**src/rtl/vga_dbg_pkg.sv**
```systemverilog
// Shared types and defaults for the debug-screen register snapshot path.
package vga_dbg_pkg;

    localparam int unsigned ADDR_W = 5;
    localparam int unsigned DATA_W = 32;
    localparam int unsigned NREGS  = 2**ADDR_W;

    typedef logic [ADDR_W-1:0] reg_addr_t;
    typedef logic [DATA_W-1:0] reg_data_t;

    typedef enum logic [0:0] {
        IDLE = 1'b0,
        COPY = 1'b1
    } snap_state_t;

endpackage

```
**src/rtl/dbg_reg_bank.sv**
```systemverilog
// Register bank: one synchronous write port, one combinational read port,
// entry 0 hardwired to zero, whole array cleared by async reset.
module dbg_reg_bank #(
    parameter int unsigned ADDR_W = vga_dbg_pkg::ADDR_W,
    parameter int unsigned DATA_W = vga_dbg_pkg::DATA_W
) (
    input  logic              clk,
    input  logic              reset,
    input  logic              we,
    input  logic [ADDR_W-1:0] waddr,
    input  logic [DATA_W-1:0] wdata,
    input  logic [ADDR_W-1:0] raddr,
    output logic [DATA_W-1:0] rdata
);

    localparam int unsigned NREGS = 2**ADDR_W;

    logic [DATA_W-1:0] mem_q [NREGS];
    logic [DATA_W-1:0] mem_d [NREGS];

    // Next array contents; writes to entry 0 are dropped so it reads as zero
    always_comb begin
        mem_d = mem_q;
        if (we && (waddr != '0)) begin
            mem_d[waddr] = wdata;
        end
    end

    // Array storage with asynchronous clear
    always_ff @(posedge clk or posedge reset) begin
        if (reset) begin
            for (int unsigned i = 0; i < NREGS; i++) begin
                mem_q[i] <= '0;
            end
        end else begin
            mem_q <= mem_d;
        end
    end

    assign rdata = mem_q[raddr];

endmodule

```
**src/rtl/dbg_reg_snapshot.sv**
```systemverilog
// Live copy of the CPU register file plus a per-frame shadow snapshot
// served to the debug screen; the copy is triggered by vsync start.
module dbg_reg_snapshot #(
    parameter int unsigned ADDR_W    = vga_dbg_pkg::ADDR_W,
    parameter int unsigned DATA_W    = vga_dbg_pkg::DATA_W,
    parameter int unsigned VSYNC_POL = 0,
    parameter int unsigned CNT_W     = 16
) (
    input  logic              clk,
    input  logic              reset,
    input  logic              wr_en,
    input  logic [ADDR_W-1:0] wr_addr,
    input  logic [DATA_W-1:0] wr_data,
    input  logic              vsync,
    input  logic              freeze,
    input  logic [ADDR_W-1:0] regAddr,
    output logic [DATA_W-1:0] regData,
    output logic              snap_busy,
    output logic [CNT_W-1:0]  frame_cnt
);

    import vga_dbg_pkg::*;

    localparam int unsigned LAST_IDX = 2**ADDR_W - 1;
    localparam logic        VS_ACT   = 1'(VSYNC_POL);

    snap_state_t       state_q, state_d;
    logic [ADDR_W-1:0] idx_q, idx_d;
    logic              busy_q, busy_d;
    logic [CNT_W-1:0]  frame_cnt_q, frame_cnt_d;
    logic              vsync_q, vsync_d;

    logic              start_c;
    logic [DATA_W-1:0] live_rdata;
    logic              shad_we;
    logic [DATA_W-1:0] shad_wdata;

    // Live bank tracks every CPU writeback; read port walks the copy index
    dbg_reg_bank #(.ADDR_W(ADDR_W), .DATA_W(DATA_W)) u_live (
        .clk   (clk),
        .reset (reset),
        .we    (wr_en),
        .waddr (wr_addr),
        .wdata (wr_data),
        .raddr (idx_q),
        .rdata (live_rdata)
    );

    // Shadow bank holds the frame snapshot shown on screen
    dbg_reg_bank #(.ADDR_W(ADDR_W), .DATA_W(DATA_W)) u_shadow (
        .clk   (clk),
        .reset (reset),
        .we    (shad_we),
        .waddr (idx_q),
        .wdata (shad_wdata),
        .raddr (regAddr),
        .rdata (regData)
    );

    // Vsync start edge, copy source with same-cycle write bypass, FSM next state
    always_comb begin
        state_d     = state_q;
        idx_d       = idx_q;
        busy_d      = busy_q;
        frame_cnt_d = frame_cnt_q;
        vsync_d     = vsync;
        shad_we     = 1'b0;
        shad_wdata  = live_rdata;

        start_c = (vsync == VS_ACT) && (vsync_q != VS_ACT);

        if (wr_en && (wr_addr == idx_q) && (idx_q != '0)) begin
            shad_wdata = wr_data;
        end

        case (state_q)
            IDLE: begin
                if (start_c && !freeze) begin
                    state_d = COPY;
                    idx_d   = '0;
                    busy_d  = 1'b1;
                end
            end
            COPY: begin
                shad_we = 1'b1;
                idx_d   = idx_q + ADDR_W'(1);
                if (idx_q == ADDR_W'(LAST_IDX)) begin
                    state_d     = IDLE;
                    busy_d      = 1'b0;
                    frame_cnt_d = frame_cnt_q + CNT_W'(1);
                end
            end
            default: begin
                state_d = IDLE;
                busy_d  = 1'b0;
            end
        endcase
    end

    // Control state registers
    always_ff @(posedge clk or posedge reset) begin
        if (reset) begin
            state_q     <= IDLE;
            idx_q       <= '0;
            busy_q      <= 1'b0;
            frame_cnt_q <= '0;
            vsync_q     <= ~VS_ACT;
        end else begin
            state_q     <= state_d;
            idx_q       <= idx_d;
            busy_q      <= busy_d;
            frame_cnt_q <= frame_cnt_d;
            vsync_q     <= vsync_d;
        end
    end

    assign snap_busy = busy_q;
    assign frame_cnt = frame_cnt_q;

endmodule

```
**config.mk**
```make
export PLATFORM = sky130hd
export DESIGN_NAME = dbg_reg_snapshot
export DESIGN_NICKNAME = d
export VERILOG_FILES = /design/src/rtl/vga_dbg_pkg.sv /design/src/rtl/dbg_reg_bank.sv /design/src/rtl/dbg_reg_snapshot.sv
export SDC_FILE = /design/constraint.sdc
export NUM_CORES = 2
export LEC_CHECK = 0
export BUFFER_PORTS_ARGS = -buffer_cell sky130_fd_sc_hd__buf_2
export CORE_MARGIN = 2
export CORE_UTILIZATION = 61
export DETAILED_ROUTE_END_ITERATION = 8
export PLACE_DENSITY = 0.73
export SYNTH_ARGS = -nofsm -noshare
export SYNTH_HDL_FRONTEND = slang
export SYNTH_SLANG_ARGS = --single-unit
```
**constraint.sdc**
```tcl
create_clock -name clk -period 89.8 [get_ports clk]
set_input_delay 17.96 -clock clk [delete_from_list [all_inputs] [get_ports clk]]
set_output_delay 17.96 -clock clk [all_outputs]
set_load 0.02 [all_outputs]
```
==> qor_table.md <==
| Result | Value | Unit |
| --- | --- | --- |
| Run status | complete, no violations | - |
| Number of cells produced by synthesis | 6138 | - |
| Detailed placer's ending HPWL | 129300 | µm |
| Class of the tightest hold or removal check | register to register | - |
| Port Buffers | 95 | - |
| Reported max-cap violation count | 0 | - |
| Horiz. Die Dim | 396.6 | µm |
| Global router's overall resource usage | 30.60 | % |
| Number of H-tree levels | 4 | - |
| Arrival time worst endpoint | 21800 | ps |
| Core outline area | 153500 | µm² |
| Critical path start-end classification | input port to primary output | - |
| Final setup skew | 39.40 | ps |
| Crit path max-delay cell type | sky130_fd_sc_hd__buf_4 | - |
| Post-synthesis register bit count | 2072 | - |
| Max-slew violations | 0 | - |
| Summed instance area of the synthesized netlist | 94040 | µm² |
| Ys flop type | sky130_fd_sc_hd__dfrtp_1 | - |
| Total length of routed met3 wires | 11550 | µm |
| Synthesized area per cell | 15.32 | µm² |
| Sink count of the clock tree | 2072 | - |
| Static leakage | 47.06 | nW |
| Proportion of layout cells with a drive suffix above 1 | 50.69 | % |
| Largest fanout on the critical path | 82 | - |
| RSZ-0062 raised after global routing | no | - |
| Clock network latency to the later pin of the worst-skew pair | 820 | ps |
| Post-Route M1 WL | 101900 | µm |
| CP bufs+invs | 4 | - |
| Area of the die | 157300 | µm² |
| CP delay by family, top | buffers and inverters | - |
| Worst supply voltage drop on vdd | 0.00002436 | V |
| Number of resized instances in the post-cts repair step | 0 | - |
| TritonCTS buffer count | 210 | - |
| Achievable clock frequency | 25.15 | MHz |
| Critical path's largest stage delay | 820 | ps |
| Synth area leaders | sky130_fd_sc_hd__dfrtp_1 (55%), sky130_fd_sc_hd__mux2_2 (25%), sky130_fd_sc_hd__mux4_2 (8.4%) | - |
| Startpoint Class | input port | - |
| Mean number of vias per cell | 6.554 | - |
| Sum of overflow across all layers after global routing | 0 | - |
| Mapped Nets | 6191 | - |
| Post-CTS setup buffer count | 0 | - |
| Antenna-violating nets left | 0 | - |
| I/O pin count | 96 | - |
| Non-filler instance count after layout | 8150 | - |
| Async set or reset register ratio after synthesis | 100.0 | % |
| Pwr per Cell Area | 31.69 | nW/µm² |
| Max Root-Sink Buffers | 3 | - |
| Initial Utilization | 61.26 | % |
| Post-CTS clock slew at the launch and capture registers of the worst setup and hold paths | 50 | ps |
| Wirelength per Cell | 29.07 | µm |
| Setup-violating endpoint count in the final report | 0 | - |
| Commonest cells in the netlist | sky130_fd_sc_hd__dfrtp_1 (2071), sky130_fd_sc_hd__mux2_2 (2048), sky130_fd_sc_hd__mux2i_1 (418), sky130_fd_sc_hd__mux4_2 (352), sky130_fd_sc_hd__clkbuf_1 (333) | - |
| Wire length reported by the detailed router | 236900 | µm |
| Maximum number of pins on one net before global-route repair | 173 | - |
| Yosys warning count | 0 | - |
| Seq/Total Area, Yosys | 55.14 | % |
| Final worst path period share | 44.28 | % |
| Transition time of the tightest slew-check pin | 1099 | ps |
| Tightest slew margin relative to the limit | 26.56 | % |
| Vertical die dimension | 396.6 | µm |
| CTS root buf | sky130_fd_sc_hd__clkbuf_16 | - |
| CTS tree | yes | - |
| Synthesis-to-finish area growth | 9.136 | % |
| Drt pass-1 iters | 5 | - |
| Final Hold Fails | 0 | - |
| Detailed route wirelength on metal2 | 116800 | µm |
| Highest routing layer actually used | met5 | - |
| Routability cong. | 0.7836 | - |
| Final layout net count | 5988 | - |
| DRC violations left | 0 | - |
| Detailed Route Iter0 Violations | 4284 | - |
| Antenna violations before repair | 7 | - |
| Cell taking the most area after synthesis | sky130_fd_sc_hd__dfrtp_1 | - |
| Vias in the first global route | 56519 | - |
| Accumulated negative setup slack | 0 | ps |
| Minimum clock period | 39760 | ps |
| Placed insts | 7767 | - |
| CP endpoint kind | primary output | - |
| Worst path cell trace | buf_8, buf_4, buf_4, mux4_2, mux4_2, mux2_2, buf_2 | - |
| Unique masters post-synth | 50 | - |
| End-of-flow core utilization | 66.86 | % |
| Number of vias in the routed layout | 53417 | - |
| Most common cell in the synthesized netlist | sky130_fd_sc_hd__dfrtp_1 | - |
| Hold buffer count at CTS | 0 | - |
| First-pass GRT wire length | 360800 | µm |
| Number of enable-type register cells in the synthesized netlist | 0 | - |
| Worst endpoint required time | 71840 | ps |
| Placement row count | 144 | - |
| Share of the synthesized area in the top cell type | 55.11 | % |
==> metrics by stage <==
stage / power (mW) / worst slack, ps / instance area (µm²) / hold WS [ps]
3_3_place_gp: 2.332 / 49940 / 95590 / 360.4
3_5_place_dp: 2.365 / 49840 / 95590 / 363.2
4_1_cts: 3.257 / 49840 / 102600 / 376.8
2_1_floorplan: 2.118 / 13310 / 94040 / 424.6
5_1_grt: 3.398 / 49610 / 102600 / 380.7
6_report: 3.252 / 50040 / 102600 / 372.0
==> path summary, 6_finish.rpt <==
path                                      from             endpoint  slack (ps)  depth (start not counted)
max                                 regAddr[0]          regData[22]       50040                          7
min                        u_shadow.mem_q[996]  u_shadow.mem_q[996]         370                          0
max reg2reg                           idx_q[1]  u_shadow.mem_q[618]       84370                          9
min reg2reg                u_shadow.mem_q[996]  u_shadow.mem_q[996]         370                          0
max in group asynchronous                reset  u_shadow.mem_q[578]       66670                          8
min in group asynchronous                reset  u_shadow.mem_q[341]       17290                          2
==> area by class of cell <==
class / count / area [µm²]
sequential: 2072 / 51860
fill: 10714 / 50880
multi-input combinational: 3402 / 39460
clock buffer: 308 / 6178
tap: 2044 / 2557
timing repair buffer: 244 / 1685
clock inverter: 73 / 862.1
inverter: 5 / 26.28
antenna: 2 / 5.005
==> state kept, by name, summed over array words and instances, names as in the netlist <==
signal	cells
vsync_q	1
state_q	1
frame_cnt	16
u_shadow.mem_q	1024
snap_busy	1
u_live.mem_q	1024
idx_q	5
==> cells by family after synthesis <==
family / Yosys count / share of synthesized area [%]
muxes: 2818 / 37.40
DFF: 2072 / 55.14
buffers and inverters: 664 / 3.352
AOI/OAI and AO/OA: 286 / 2.304
and+or+nand+nor: 272 / 1.538
xor gates and xnor gates: 20 / 0.1863
adders and majority gates: 6 / 0.07983
==> layer usage <==
layer / GRT usage, % / up-vias
met5: 0 / -
met4: 8.840 / 10
met3: 4.211 / 433
met2: 50.60 / 1478
met1: 42.75 / 29207
li1: - / 22289
==> cells in the final DEF, fill, tap and decap left out, types with 6 or more instances in the layout <==
master / n
sky130_fd_sc_hd__clkinv_2: 42
sky130_fd_sc_hd__mux2i_1: 418
sky130_fd_sc_hd__nand4_1: 6
sky130_fd_sc_hd__buf_4: 145
sky130_fd_sc_hd__a41oi_2: 22
sky130_fd_sc_hd__nand2_2: 15
sky130_fd_sc_hd__a31oi_2: 10
sky130_fd_sc_hd__o22ai_1: 180
sky130_fd_sc_hd__clkbuf_8: 47
sky130_fd_sc_hd__ha_1: 6
sky130_fd_sc_hd__nor2_4: 35
sky130_fd_sc_hd__nor2_1: 29
sky130_fd_sc_hd__mux4_2: 352
sky130_fd_sc_hd__nor4_1: 32
sky130_fd_sc_hd__xnor2_1: 17
sky130_fd_sc_hd__clkbuf_1: 47
sky130_fd_sc_hd__o211ai_1: 12
sky130_fd_sc_hd__buf_2: 91
sky130_fd_sc_hd__nand2_1: 24
sky130_fd_sc_hd__a311o_1: 10
sky130_fd_sc_hd__clkinvlp_4: 8
sky130_fd_sc_hd__a22oi_1: 46
sky130_fd_sc_hd__dfrtp_1: 2066
sky130_fd_sc_hd__nand3_1: 25
sky130_fd_sc_hd__mux2_2: 2048
sky130_fd_sc_hd__nor3_1: 45
sky130_fd_sc_hd__clkbuf_16: 214
sky130_fd_sc_hd__bufinv_16: 18
==> power breakdown <==
group,internal (mW),switching [mW]
Sequential,1.20,0.147
Clock,0.525,0.363
Combinational,0.487,0.531
Total,2.21,1.04
(Power assumes the default switching activity.)
